<file path="src/rtl/dma_pkg.sv">
// dma_pkg: shared types and constants for the DMA bus arbiter and channels.
package dma_pkg;
  typedef enum logic [1:0] {IDLE = 2'd0, ACTIVE = 2'd1, RELEASE = 2'd2} arb_state_t;
  localparam int DMA_BUS_WIDTH = 32;
  localparam int DMA_ADDR_STRIDE = 4;
endpackage

</file>
<file path="src/rtl/dma_rr_select.sv">
// dma_rr_select: combinational rotating-priority picker; first requester at or after the pointer wins.
module dma_rr_select #(
  parameter int N = 4,
  parameter int PW = $clog2(N)
) (
  input  logic [N-1:0]  i_req,
  input  logic [PW-1:0] i_ptr,
  output logic [N-1:0]  o_onehot,
  output logic [PW-1:0] o_idx,
  output logic          o_any
);
  localparam int PW1 = PW + 1;
  logic [PW:0] w_pos;
  // Scan from farthest to nearest so the lowest offset from the pointer is written last.
  always_comb begin
    o_onehot = '0;
    o_idx = '0;
    o_any = |i_req;
    w_pos = '0;
    for (int i = N - 1; i >= 0; i--) begin
      w_pos = {1'b0, i_ptr} + PW1'(i);
      if (w_pos >= PW1'(N)) w_pos = w_pos - PW1'(N);
      if (i_req[w_pos[PW-1:0]]) begin
        o_idx = w_pos[PW-1:0];
        o_onehot = '0;
        o_onehot[w_pos[PW-1:0]] = 1'b1;
      end
    end
  end
endmodule

</file>
<file path="src/rtl/dma_bus_arbiter.sv">
// dma_bus_arbiter: round-robin sharing of one system-bus master port among DMA channels,
// one whole request/ready/release transaction per grant.
module dma_bus_arbiter
  import dma_pkg::*;
#(
  parameter int CHANNELS = 4
) (
  input  logic                              i_clock,
  input  logic                              i_reset,
  input  logic [CHANNELS-1:0]               i_m_request,
  input  logic [CHANNELS-1:0]               i_m_rw,
  input  logic [DMA_BUS_WIDTH*CHANNELS-1:0] i_m_address,
  input  logic [DMA_BUS_WIDTH*CHANNELS-1:0] i_m_wdata,
  output logic [CHANNELS-1:0]               o_m_ready,
  output logic [DMA_BUS_WIDTH-1:0]          o_m_rdata,
  output logic                              o_bus_request,
  output logic                              o_bus_rw,
  output logic [DMA_BUS_WIDTH-1:0]          o_bus_address,
  output logic [DMA_BUS_WIDTH-1:0]          o_bus_wdata,
  input  logic                              i_bus_ready,
  input  logic [DMA_BUS_WIDTH-1:0]          i_bus_rdata,
  output logic [CHANNELS-1:0]               o_grant,
  output logic                              o_busy
);
  localparam int PW = $clog2(CHANNELS);
  localparam int W = DMA_BUS_WIDTH;
  arb_state_t r_state, w_next;
  logic [PW-1:0] r_ptr, r_idx, w_idx;
  logic [CHANNELS-1:0] w_onehot, r_m_ready, r_grant;
  logic w_any, r_abort, r_bus_request, r_bus_rw;
  logic [W-1:0] r_bus_address, r_bus_wdata, r_m_rdata;

  dma_rr_select #(.N(CHANNELS), .PW(PW)) u_select (
    .i_req    (i_m_request),
    .i_ptr    (r_ptr),
    .o_onehot (w_onehot),
    .o_idx    (w_idx),
    .o_any    (w_any)
  );

  always_ff @(posedge i_clock or negedge i_reset)
    if (!i_reset) r_state <= IDLE;
    else r_state <= w_next;

  always_comb begin
    w_next = IDLE;
    case (r_state)
      IDLE:    w_next = w_any ? ACTIVE : IDLE;
      ACTIVE:  w_next = i_bus_ready ? RELEASE : ACTIVE;
      RELEASE: w_next = (!i_m_request[r_idx] && !i_bus_ready) ? IDLE : RELEASE;
      default: w_next = IDLE;
    endcase
  end

  // r_abort remembers a request dropped while ACTIVE so no upstream ready is ever issued for it.
  always_ff @(posedge i_clock or negedge i_reset) begin
    if (!i_reset) begin
      r_ptr <= '0;
      r_idx <= '0;
      r_abort <= 1'b0;
      r_bus_request <= 1'b0;
      r_bus_rw <= 1'b0;
      r_bus_address <= '0;
      r_bus_wdata <= '0;
      r_m_ready <= '0;
      r_m_rdata <= '0;
      r_grant <= '0;
    end else if (r_state == IDLE) begin
      if (w_any) begin
        r_idx <= w_idx;
        r_ptr <= (w_idx == PW'(CHANNELS - 1)) ? '0 : w_idx + 1'b1;
        r_abort <= 1'b0;
        r_bus_request <= 1'b1;
        r_bus_rw <= i_m_rw[w_idx];
        r_bus_address <= i_m_address[w_idx*W +: W];
        r_bus_wdata <= i_m_wdata[w_idx*W +: W];
        r_grant <= w_onehot;
      end
    end else if (r_state == ACTIVE) begin
      if (!i_m_request[r_idx]) r_abort <= 1'b1;
      if (i_bus_ready) begin
        r_m_rdata <= i_bus_rdata;
        r_m_ready <= (r_abort || !i_m_request[r_idx]) ? '0 : r_grant;
        r_bus_request <= 1'b0;
      end
    end else if (w_next == IDLE) begin
      r_m_ready <= '0;
      r_grant <= '0;
    end
  end

  assign o_m_ready = r_m_ready;
  assign o_m_rdata = r_m_rdata;
  assign o_bus_request = r_bus_request;
  assign o_bus_rw = r_bus_rw;
  assign o_bus_address = r_bus_address;
  assign o_bus_wdata = r_bus_wdata;
  assign o_grant = r_grant;
  assign o_busy = (r_state != IDLE);
endmodule

</file>
<file path="config.mk">
export PLATFORM = sky130hd
export DESIGN_NAME = dma_bus_arbiter
export DESIGN_NICKNAME = d
export VERILOG_FILES = /design/src/rtl/dma_pkg.sv /design/src/rtl/dma_rr_select.sv /design/src/rtl/dma_bus_arbiter.sv
export SDC_FILE = /design/constraint.sdc
export NUM_CORES = 1
export LEC_CHECK = 0
export BUFFER_PORTS_ARGS = -buffer_cell sky130_fd_sc_hd__buf_2
export CORE_AREA = 2 2 159 161
export DETAILED_ROUTE_END_ITERATION = 12
export DIE_AREA = 0 0 161 163
export GPL_TIMING_DRIVEN = 0
export PLACE_DENSITY = 0.6
export SLEW_MARGIN = 20
export SYNTH_ARGS = -nofsm -noshare
export SYNTH_HDL_FRONTEND = slang
export SYNTH_SLANG_ARGS = --single-unit
export TNS_END_PERCENT = 20
</file>
<file path="constraint.sdc">
create_clock -name i_clock -period 4.6 [get_ports i_clock]
set_clock_uncertainty 0.15 [all_clocks]
set_input_delay 0.69 -clock i_clock [delete_from_list [all_inputs] [get_ports i_clock]]
set_output_delay 0.69 -clock i_clock [all_outputs]
set_load 0.01 [all_outputs]
</file>
# Word-level counts from Yosys, hierarchy flattened
# Index checks and enable logic that the tools add are counted.
# totals
in_bits,299
out_inout_bits,107
regBits,113
wordCells,117
# classes
shifts,2
mux,52
order_cmp,14
bitwise,1
n_addsub,8
eq_ne,7
reduce_logical,22
# op_table
operator,n
128-bit by 8-bit variable part select with 32-bit output,2
4-bit two-way mux,11
2-bit two-way mux,11
1-bit two-way mux,19
"2-bit by 3-bit < comparator with 1-bit output, second input constant",6
3-bit AND reduction,5
1-bit binary-select mux with 2-bit select,6
2-bit nonzero test,5
"3-bit greater-or-equal comparator, second input constant",3
1-bit demux with 2-bit select,4
"2-bit by 1-bit greater-or-equal comparator with 1-bit output, second input constant",4
"2-bit != test, second input constant",4
"2-bit by 1-bit subtractor with 2-bit output, second input constant",4
"2-bit by 2-bit adder with 3-bit output, second input constant",2
2-bit case mux with 3 select lines,1
1-bit logical AND,5
"2-bit == test, second input constant",2
2-bit logical NOT,2
4-bit OR reduction,1
"2-bit by 1-bit adder with 3-bit output, second input constant",1
"2-bit by 3-bit greater-or-equal comparator with 1-bit output, second input constant",1
"2-bit by 1-bit adder with 2-bit output, second input constant",1
"2-bit by 1-bit == test with 1-bit output, second input constant",1
1-bit logical NOT,2
3 further kinds,3

# Depth between registers and ports, before layout
# Gate-level depths: netlist (run 1).
# depth
ltp_word,13
mapped_depth,14
mapped_depth_nobuf,10

# Hierarchy
# From an unflattened synthesis (run 1), not the netlist that was laid out.
# unflattened
hier_cells,406
hier_area_um2,6540.0
# by_module_without_submodules
mod,seq_area_each_um2,area_per_inst_um2,n_inst,cells_each
dma_bus_arbiter,2827.7,5990.7,1,340
dma_rr_select,0.0,549.3,1,66

# Least setup slack after synthesis (run 1)
# No wires, ideal clock.
# synth_timing
path_kind,register -> register
from,register r_ptr[0]
to,"register r_bus_address[0], in the netlist o_bus_address[0]"
arrival_ps,2965
path_slack_ps,1336
required_ps,4302
synth_period_minus_slack_ps,3264
path_stages_with_launch,15
path_cell_list,dfrtp_1 > buf_6 > buf_2 > inv_1 > ha_1 > mux4_2 > and2b_2 > o21ai_2 > and2_1 > buf_6 > inv_2 > buf_6 > buf_6 > a211oi_1 > a211oi_2
# synth_via
elab_chain_cells,10
elab_cells_between_ends,28
cone_classes,add/sub: 7; order compare: 4; shift: 1; mux: 16
# synth_rtl
item,line_no,source
from (decl),dma_bus_arbiter.sv:28,"logic [PW-1:0] r_ptr, r_idx, w_idx;"
from (signal assigned),dma_bus_arbiter.sv:71,r_ptr <= (w_idx == PW'(CHANNELS - 1)) ? '0 : w_idx + 1'b1;
2-bit by 2-bit adder with 3-bit output,dma_rr_select.sv:21,"w_pos = {1'b0, i_ptr} + PW1'(i);"
3-bit greater-or-equal comparator or 2-bit by 1-bit subtractor with 2-bit output (tied branches),dma_rr_select.sv:22,if (w_pos >= PW1'(N)) w_pos = w_pos - PW1'(N);
2-bit two-way mux,dma_rr_select.sv:22,
1-bit binary-select mux with 2-bit select,dma_rr_select.sv:23,if (i_req[w_pos[PW-1:0]]) begin
1-bit two-way mux (not written as such),dma_rr_select.sv:23,
2-bit two-way mux (3 in series),dma_rr_select.sv:23,
2-bit two-way mux *,dma_rr_select.sv:23,
128-bit by 8-bit variable part select with 32-bit output *,dma_bus_arbiter.sv:75,r_bus_address <= i_m_address[w_idx*W +: W];
to (signal assigned),dma_bus_arbiter.sv:75,
to (decl),dma_bus_arbiter.sv:31,"logic [W-1:0] r_bus_address, r_bus_wdata, r_m_rdata;"
# Mark *: on every way between the ends. The rest lies on a longest branch, timed or not. The select of a mux whose other input is x is not followed.
# A chain may end at the register's enable or synchronous reset.

# Worst setup path in the final report (run 1)
# layout_timing
from,register r_ptr[0]
to,"register r_bus_address[21], in the netlist o_bus_address[21]"
# Same word-level chain as after synthesis.

==> summary.md, run 1 <==
| Metric | Value |
|---|---|
| Final nets | 1367 |
| Psw | 3.47 mW |
| Max VDD drop | 0.393 mV |
| CP max-delay cell | clkbuf_1 |
| Pwr Density | 799 nW/um^2 |
| FF/Latch Area | 2830 um^2 |
| CP dominant cell by count | a211oi_1 |
| Synth Warn # | 0 |
| Post-CTS Setup Bufs | 0 |
| Via count | 6728 |
| Most frequent cells in the layout | buf_2 (410), a211oi_1 (117), dfrtp_1 (113), nor2_1 (76), mux2i_1 (66) |
| Leakage | 4.78 nW |
| RSZ-0062 raised after global routing | no |
| Synth cell types | 43 |
| Max incr delay on CP | 690 ps |
| Most common cell after layout, fill and taps aside | buf_2 |
| CTS tree | done |
| ANT cells | 0 |
| Clock Pin Slew Worst Setup and Hold Paths | 60 ps |
| Min Clock Period, post-route | 4030 ps |
| CTS root buffer | clkbuf_16 |
| Tightest Pin Transition | 878 ps |
| Total CTS buffers | 17 |
| Post-synth EDFFs | 0 |
| Multi-input gate area | 3440 um^2 |
| Fmax | 0.248 GHz |
| DRC Markers | 0 |
| Synthesized cell area | 6650 um^2 |
| H-tree depth | 4 |
| Gpl congestion | 0.828 |
| Gr busiest metal | met2 |
| Core box area | 24700 um^2 |
| Int Pwr | 4.27 mW |
| Final setup violation count | 0 |
| Initial Util | 27.0% |
| Worst Setup Path Type | reg -> reg |
| Sw Share | 44.8% |
| Rel. slew slack | 41.5% |
| Post_cts resized | 0 |
| Largest net degree at the start of global routing | 61 |
| Layout area overhead | 45.6% |
| Fill cell count | 2520 |
| #FFs+latches synth | 113 |
| Crit. path cell count | 12 |
| Post-route antenna net violation count | 0 |
| PortBufs | 405 |
| Arr. time, crit path | 4200 ps |
| GR Layer Usage met2 | 35.4% |
| Critical Path Start Type | flip-flop |
| Chip width | 161 um |
| Via-to-Cell Ratio | 4.80 |
| Seq pwr share | 22.8% |
| Fin. max-slew vios | 0 |
| Hold-fix buffers, CTS | 0 |
| Grt ovf | 0 |
| Placed cell count | 1370 |
| Largest fanout on the critical path | 10 |
| Cell family with most CP delay | buffers and inverters |
| Synthesized instance count | 634 |
| Clock Sinks | 113 |
| Top FF cell, synth | dfrtp_1 |
| R2R Setup Slk | 570 ps |
| Post-Layout Cell Count | 1402 |
| Worst setup EP type | flip-flop |
| First DRT Iteration DRCs | 318 |
| Final Hold Viols | 0 |
| I/O pin count | 406 |
| DRT Wirelength | 26300 um |
| Max-cap violations | 0 |
| Post-synth ARST share | 100% |
| Logic gate share of total power | 60.7% |
| Std cell rows | 58 |
| First-pass GRT wire length | 38600 um |
| Run status | finished clean |
| Met1 Resource Use GR | 23.1% |
| Clk buf depth | 2 |
| Initial antenna violation count | 0 |
| Grt met3 use | 4.15% |
| CP Data Required Time | 4760 ps |
| Die Height | 163 um |
| GRT Total Usage | 19.4% |
| Die ar. | 26200 um^2 |
| R2R depth | 12 |
| Fin Setup TNS | 0 ps |
| Vias in the first global route | 6846 |
| Buf/Inv on CP | 5 |
| Wire per inst | 18.8 um |
| Clock group share of total power | 16.5% |
| Worst path cell trace | buf_6 > buf_2 > inv_1 > ha_1 > nor2b_1 > a211oi_1 > nor2_1 > o21ai_0 > clkbuf_1 > clkbuf_1 > a211oi_1 > a211oi_1 |
| Fin crit share | 87.6% |
| Clock Latency Late Sink | 400 ps |
| Share of cells above drive strength 1 | 48.3% |
| Syn avg cell area | 10.5 um^2 |
| DR pass1 iterations | 7 |
| Sequential fraction of the synthesis area | 42.5% |
| Worst hold path class | in -> async |
| Synth Net Count | 942 |
| Post-DP HPWL | 20600 um |
==> layer usage <==
metal / wire, um / vias to the layer above
met4: 421 / 0
met1: 10800 / 3139
met3: 1720 / 29
met2: 13400 / 307
met5: 0 / -
li1: - / 3253
==> cell type report <==
type                    count  area share, %
flip-flops and latches    113           29.2
plain buffers              57           3.84
well taps                 330           4.26
clock buffers              17           4.39
multi-input cells         459           35.5
inverters                   5          0.194
clock inverters            15           1.39
repair buffers            406           21.3
==> worst register-to-register path, cell delays in order, from the launching register on <==
cell,delay (ps)
dfrtp_1,440
buf_6,180
buf_2,220
inv_1,170
ha_1,400
nor2b_1,80
a211oi_1,220
nor2_1,90
o21ai_0,450
clkbuf_1,690
clkbuf_1,470
a211oi_1,170
a211oi_1,230
==> cells by family (layout without fill, tap and decap cells) <==
kind of cell,after synthesis,count (layout),synth area share [%]
AND/OR/NAND/NOR,173,173,12.9
flip-flops,113,113,42.5
buffers and inverters,62,500,5.87
adder cells (fa/ha/maj),9,9,1.69
AO/OA/AOI/OAI,173,173,19.8
multiplexers,104,104,17.2
==> power by group through the flow <==
stage          registers (mW)  clock network (mW)  logic (mW)
2_1_floorplan            1.98                   0        2.93
3_3_place_gp             1.76                   0        4.71
3_5_place_dp             1.78                   0        4.75
4_1_cts                  1.76                1.32        4.75
5_1_grt                  1.83                1.37        5.12
6_report                 1.76                1.28        4.70
==> path summary, 6_finish.rpt <==
check,from,to
min reg2reg,o_bus_request$_DFFE_PN0P_,o_bus_request$_DFFE_PN0P_
max in group asynchronous,i_reset,r_ptr[1]$_DFFE_PN0N_
max,r_ptr[0]$_DFFE_PN0N_,o_bus_address[21]$_DFFE_PN0N_
min in group i_clock,o_bus_request$_DFFE_PN0P_,o_bus_request$_DFFE_PN0P_
max reg2reg,r_ptr[0]$_DFFE_PN0N_,o_bus_address[21]$_DFFE_PN0N_
min,i_reset,o_m_rdata[24]$_DFFE_PN0P_
==> synth_stat cells, types with 2 or more instances <==
library cell / number / share of area [%]
nor2_1: 77 / 4.3
a211oi_2: 13 / 2.4
clkbuf_1: 36 / 2.0
mux2_2: 33 / 5.6
buf_4: 4 / 0.45
and3_1: 63 / 5.9
nor2b_1: 3 / 0.28
mux4_2: 5 / 1.7
buf_6: 5 / 0.85
mux2i_1: 66 / 9.9
a32oi_1: 4 / 0.53
and2_1: 2 / 0.19
nor3_1: 2 / 0.15
dfrtp_1: 113 / 43
inv_1: 4 / 0.23
or2_2: 2 / 0.19
a22oi_1: 5 / 0.56
buf_12: 6 / 1.8
ha_1: 9 / 1.7
o21ai_0: 16 / 1.2
a21oi_1: 8 / 0.60
a211oi_1: 117 / 13
buf_2: 6 / 0.45
nand2_1: 16 / 0.90
==> metrics by stage <==
| step | area [um^2] | hold WS, ps | worst slack [ps] | utilization (%) | power (mW) |
|---|---|---|---|---|---|
| floorplan | 6650 | 244 | 1340 | - | 4.91 |
| detailed placement | 9130 | 320 | 473 | 37.0 | 6.52 |
| global placement | 9090 | 308 | 574 | 36.9 | 6.47 |
| finish | 9690 | 94.6 | 569 | 39.3 | 7.74 |
| global route | 9690 | 120 | 76.2 | 39.3 | 8.32 |
| CTS | 9690 | 101 | 487 | 39.3 | 7.84 |
==> registers in the layout (all words and copies together), names as in the netlist <==
signal,flops
r_idx,2
r_ptr,2
o_bus_request,1
o_bus_address,32
r_abort,1
o_bus_rw,1
o_m_ready,4
r_state,2
o_bus_wdata,32
o_grant,4
o_m_rdata,32
(Power assumes the default switching activity.)
==> run 2: changes to the inputs <==
- CORE_AREA: 2 2 159 161 -> 2 2 158 160
- DIE_AREA: 0 0 161 163 -> 0 0 160 162
- SYNTH_HIERARCHICAL: not set -> 1
==> summary.md, run 2 <==
| Metric | Value |
|---|---|
| Synth top cells by count | dfrtp_1 (113), mux2_2 (74), mux4_2 (68), mux2_4 (30), buf_2 (20) |
| Clock Latency Late Sink | 400 ps |
| Most common cell after layout, fill and taps aside | buf_2 |
| Largest net degree at the start of global routing | 67 |
| Post-CTS Setup Bufs | 0 |
| Clock Sinks | 113 |
| Final nets | 1139 |
| GRT Total Usage | 17.0% |
| H-tree depth | 4 |
| Post-synth ARST share | 100% |
| Post-DP HPWL | 18100 um |
| Placed cell count | 1136 |
| Buf/Inv on CP | 5 |
| First-pass GRT wire length | 33200 um |
| Fill cell count | 2409 |
| Vias in the first global route | 5657 |
| Initial Util | 27.1% |
| Worst setup EP type | flip-flop |
| Cell family with most CP delay | buffers and inverters |
| PortBufs | 405 |
| Synthesized cell area | 6540 um^2 |
| Yosys top cell by area | dfrtp_1 |
| Hold-fix buffers, CTS | 0 |
| Share of cells above drive strength 1 | 76.1% |
| Max-cap violations | 0 |
| Final Hold Viols | 0 |
| Synth Warn # | 6 |
| #FFs+latches synth | 113 |
| Chip width | 160 um |
| Post-layout util | 40.0% |
| Clock Pin Slew Worst Setup and Hold Paths | 60 ps |
| Max incr delay on CP | 650 ps |
| Clk buf depth | 2 |
| Worst path cell trace | inv_1 > ha_1 > buf_2 > inv_1 > o21ai_0 > a21oi_1 > a21oi_1 > buf_2 > clkbuf_1 > mux4_2 > mux2_4 |
| Layout area overhead | 47.6% |
| Syn avg cell area | 16.1 um^2 |
| Synth Net Count | 714 |
| FF/Latch Area | 2830 um^2 |
| Post_cts resized | 0 |
| Die Height | 162 um |
| Die ar. | 25900 um^2 |
| CTS root buffer | clkbuf_16 |
| Synth cell types | 44 |
| Post-synth top area share | 43.2% |
| Fin crit share | 91.7% |
| Via count | 5462 |
| Total CTS buffers | 17 |
| Post-route antenna net violation count | 0 |
| Critical Path Start Type | flip-flop |
| First DRT Iteration DRCs | 210 |
| Via-to-Cell Ratio | 4.67 |
| Worst Setup Path Type | reg -> reg |
| Tightest Pin Transition | 904 ps |
| Grt ovf | 0 |
| I/O pin count | 406 |
| Sequential fraction of the synthesis area | 43.2% |
| Std cell rows | 57 |
| Count leader, synth | dfrtp_1 |
| CP max-delay cell | clkbuf_1 |
| Run status | finished clean |
| CTS tree | done |
| Most area-consuming cells after synthesis | dfrtp_1 (43%), mux4_2 (23%), mux2_2 (13%) |
| Largest fanout on the critical path | 11 |
| Core box area | 24100 um^2 |
| Wire per inst | 19.2 um |
| Leakage | 4.66 nW |
| Worst hold path class | in -> async |
| RSZ-0062 raised after global routing | no |
| DRC Markers | 0 |
| Multi-input gate area | 3470 um^2 |
| Min Clock Period, post-route | 4220 ps |
| Max VDD drop | 0.242 mV |
| Post-Layout Cell Count | 1170 |
| Top FF cell, synth | dfrtp_1 |
| CP Data Required Time | 4730 ps |
| Fmax | 0.237 GHz |
| Post-synth EDFFs | 0 |
| DR pass1 iterations | 4 |
| Fin. max-slew vios | 0 |
| Synthesized instance count | 406 |
| Arr. time, crit path | 4350 ps |
| Rel. slew slack | 39.5% |
| Final setup violation count | 0 |
| DRT Wirelength | 22500 um |
| Gpl congestion | 0.833 |
| Most frequent cells in the layout | buf_2 (424), dfrtp_1 (113), mux2_2 (74), mux4_2 (68), mux2_4 (30) |
| Initial antenna violation count | 1 |
| Pwr Density | 779 nW/um^2 |
| Fin Setup TNS | 0 ps |
run 2: cell count changes in the layout (fill, tap and decap cells not counted), moves of 13 or more:
cell / change
mux2_2: +41
buf_2: +14
mux2_4: +30
nor2_1: -69
mux2i_1: -59
clkbuf_1: -31
and3_1: -62
a211oi_2: -13
a211oi_1: -116
mux4_2: +63
run 2: worst paths after layout:
check,from,end,slack (ps),cells after the start
setup / recovery,r_ptr[1]$_DFFE_PN0N_,o_bus_wdata[19]$_DFFE_PN0N_,380,11
hold / removal,i_reset,o_bus_wdata[20]$_DFFE_PN0N_,70,1
setup reg to reg,r_ptr[1]$_DFFE_PN0N_,o_bus_wdata[19]$_DFFE_PN0N_,380,11
hold reg to reg,o_bus_request$_DFFE_PN0P_,o_bus_request$_DFFE_PN0P_,320,1
max in group asynchronous,i_reset,o_bus_address[6]$_DFFE_PN0N_,3540,2
min in group i_clock,o_bus_request$_DFFE_PN0P_,o_bus_request$_DFFE_PN0P_,320,1
run 2: per-layer routing:
metal  global-route usage, %  wire length, um
met5                       0                0
met4                    5.65              361
met3                    3.52             1420
met2                    30.3            11600
met1                    20.7             9100
run 2: through the flow:
stage	hold WS [ps]	total power, mW	instance area (um^2)	setup WS (ps)
floorplan	244	4.82	6540	1450
global placement	305	6.12	8970	247
detailed placement	312	6.18	9010	242
CTS	70.9	7.67	9650	195
global route	90.2	8.01	9650	24.0
finish	69.6	7.52	9650	384
run 2: final cells by class:
cell class	count	share of cell area (%)
Clock inverter	14	2.10
Tap cell	324	4.20
Sequential cell	113	29.3
Clock buffer	18	4.55
Timing Repair Buffer	406	21.3
Buffer	32	2.36
Inverter	4	0.156
Multi-Input combinational cell	257	35.9
Antenna cell	2	0.0518
run 2: power by group:
| group | leakage [nW] | internal [mW] | switching [mW] |
|---|---|---|---|
| Clock | 0.312 | 0.931 | 0.515 |
| Combinational | 3.01 | 2.35 | 1.94 |
| Sequential | 1.34 | 1.52 | 0.278 |
run 2: kinds of logic (layout without fill, tap and decap cells):
logic type | Yosys count | count (layout) | synth area share [%]
other cells | 0 | 2 | 0
flops | 113 | 113 | 43.2
mux | 181 | 181 | 44.7
compound gates | 36 | 36 | 4.04
buf+inv | 36 | 474 | 3.71
simple gates | 31 | 31 | 2.62
fa+ha+maj | 9 | 9 | 1.72
==> run 3: changes to the inputs <==
- ABC_AREA: not set -> 1
- CORE_AREA: 2 2 158 160 -> 2 2 159 161
- DIE_AREA: 0 0 160 162 -> 0 0 161 163
==> summary.md, run 3 <==
| Metric | Value |
|---|---|
| Run status | finished clean |
| Synth Warn # | 6 |
| DRC Markers | 0 |
| CTS root buffer | clkbuf_16 |
| Buf/Inv on CP | 5 |
| Worst hold path class | in -> async |
| Logic gate share of total power | 64.5% |
| Clock group share of total power | 16.1% |
| Critical Path Start Type | flip-flop |
| Clock Pin Slew Worst Setup and Hold Paths | 60 ps |
| Die Height | 163 um |
| I/O pin count | 406 |
| First DRT Iteration DRCs | 482 |
| RSZ-0062 raised after global routing | no |
| PortBufs | 405 |
| Crit. path cell count | 14 |
| ANT cells | 0 |
| Total CTS buffers | 17 |
| Synthesized instance count | 955 |
| Rel. slew slack | 45.0% |
| Initial Util | 27.0% |
| Count leader, synth | nand2_1 |
| Sequential fraction of the synthesis area | 42.5% |
| RR Endpoint | o_bus_wdata[30]$_DFFE_PN0N_ |
| Wire per inst | 16.4 um |
| Max incr delay on CP | 640 ps |
| Synth Net Count | 1263 |
| Vias in the first global route | 7705 |
| Reg-to-Reg Start | r_ptr[0]$_DFFE_PN0N_ |
| Gpl congestion | 0.871 |
| Clock Latency Late Sink | 410 ps |
| Final setup violation count | 0 |
| Tot Pwr | 9.19 mW |
| Worst Setup Path Type | reg -> reg |
| DRT Wirelength | 28300 um |
| Pwr Density | 940 nW/um^2 |
| Min Clock Period, post-route | 3770 ps |
| Post-synth top area share | 42.5% |
| Post-CTS Setup Bufs | 0 |
| Hold_ws | 50.3 ps |
| First-pass GRT wire length | 41800 um |
| Synth cell types | 28 |
| Initial antenna violation count | 1 |
| R2R Setup Slk | 830 ps |
| #FFs+latches synth | 113 |
| Fin. max-slew vios | 0 |
| Most area-consuming cells after synthesis | dfrtp_1 (43%), nand2_1 (14%), nor2_1 (14%) |
| Die ar. | 26200 um^2 |
| Final Hold Viols | 0 |
| Largest fanout on the critical path | 12 |
| CTS tree | done |
| Largest net degree at the start of global routing | 69 |
| Met2 WL | 14000 um |
| Final nets | 1688 |
| Via-to-Cell Ratio | 4.60 |
| Post-route antenna net violation count | 0 |
| Most frequent cells in the layout | buf_2 (431), nand2_1 (247), nor2_1 (241), o21ai_0 (132), dfrtp_1 (113) |
| Sw Share | 50.9% |
| Leakage | 5.25 nW |
| Clk buf depth | 2 |
| DR pass1 iterations | 5 |
| Fin crit share | 81.9% |
| Post-synth EDFFs | 0 |
| Routed met1 length | 12100 um |
| Share of cells above drive strength 1 | 36.1% |
| Int Pwr | 4.52 mW |
| Synthesized cell area | 6650 um^2 |
| Seq pwr share | 19.4% |
| Met3 wire length | 1660 um |
| H-tree depth | 4 |
| Grt ovf | 0 |
| Top FF cell, synth | dfrtp_1 |
| R2R depth | 14 |
| CP max-delay cell | o21ai_1 |
| Chip width | 161 um |
| Clock Sinks | 113 |
| Post-synth ARST share | 100% |
| Fmax | 0.266 GHz |
| Std cell rows | 58 |
| Tightest Pin Transition | 819 ps |
| Most common cell after layout, fill and taps aside | buf_2 |
| Yosys top cell by area | dfrtp_1 |
| CP dominant cell by count | nand2_1 |
| Core box area | 24700 um^2 |
| Cell family with most CP delay | compound AO/OA/AOI/OAI gates |
| Fin Setup TNS | 0 ps |
| Synth top cells by count | nand2_1 (247), nor2_1 (241), o21ai_0 (132), dfrtp_1 (113), o22ai_1 (34) |
| Max VDD drop | 0.492 mV |
| CP Data Required Time | 4800 ps |
| Max-cap violations | 0 |
| Psw | 4.67 mW |
| Syn avg cell area | 6.96 um^2 |
| Post-DP HPWL | 22500 um |
| Via count | 7908 |
| Arr. time, crit path | 3960 ps |
| Worst setup EP type | flip-flop |
| Highest routing layer actually used | met5 |
| Layout area overhead | 47.0% |
| Hold-fix buffers, CTS | 0 |
| GRT Total Usage | 20.9% |
| Worst path cell trace | inv_2 > ha_1 > inv_1 > nand3_2 > nand2_4 > inv_4 > a21oi_1 > o21ai_1 > buf_4 > buf_2 > nor2_1 > o22ai_1 > nand2_1 > nand2_1 |
| Post_cts resized | 0 |
## run 3: worst register-to-register path: stages (launching register included)
cell	delay, ps
dfrtp_1	590
inv_2	190
ha_1	370
inv_1	70
nand3_2	100
nand2_4	90
inv_4	100
a21oi_1	70
o21ai_1	640
buf_4	350
buf_2	340
nor2_1	90
o22ai_1	390
nand2_1	100
nand2_1	70
## run 3: power by group through the flow
| stage | registers (mW) | clock network [mW] | logic, mW |
|---|---|---|---|
| finish | 1.78 | 1.48 | 5.92 |
| global route | 1.84 | 1.56 | 6.65 |
| CTS | 1.78 | 1.52 | 5.99 |
| detailed placement | 1.79 | 0 | 5.98 |
| global placement | 1.78 | 0 | 5.95 |
| floorplan | 1.99 | 0 | 3.64 |
## run 3: cells by family after synthesis
logic type	share of synthesized area [%]
adders and majority gates	1.69
DFF	42.5
and+or+nand+nor	32.1
buffers and inverters	6.73
AOI/OAI and AO/OA	16.9
## run 3: final cells by class
type                    count  area, um^2
multi-input cells         749        3380
repair buffers            406        2060
fillers                  2691       14900
plain buffers              64         334
clock buffers              20         467
clock inverters            10         183
flip-flops and latches    113        2830
well taps                 330         413
inverters                  29         114
## run 3: worst max path at each step
stage                               startpoint                            to  slack [ps]
final                     r_ptr[0]$_DFFE_PN0N_   o_bus_wdata[30]$_DFFE_PN0N_         830
after global routing      r_ptr[0]$_DFFE_PN0N_   o_bus_wdata[30]$_DFFE_PN0N_         470
after CTS                 r_ptr[0]$_DFFE_PN0N_   o_bus_wdata[30]$_DFFE_PN0N_         640
after detailed placement  r_ptr[0]$_DFFE_PN0N_   o_bus_wdata[30]$_DFFE_PN0N_         640
after global placement    r_ptr[0]$_DFFE_PN0N_   o_bus_wdata[30]$_DFFE_PN0N_         670
after floorplan           r_ptr[0]$_DFFE_PN0N_  o_bus_address[3]$_DFFE_PN0N_        1960
## run 3: metal layers
metal  vias to the layer above  global-route usage (%)
li1                       3963                       -
met1                      3583                    25.7
met2                       331                    37.1
met3                        29                    4.05
met4                         2                    6.05
met5                         -                       0
## run 3: stage by stage
step / worst slack (ps) / cell area (um^2) / util, % / std cells
finish: 835 / 9770 / 39.6 / 1721
global route: 473 / 9770 / 39.6 / 1721
CTS: 636 / 9770 / 39.6 / 1721
detailed placement: 636 / 9130 / 37.0 / 1691
global placement: 666 / 9090 / 36.8 / 1690
floorplan: 1960 / 6650 / - / 955
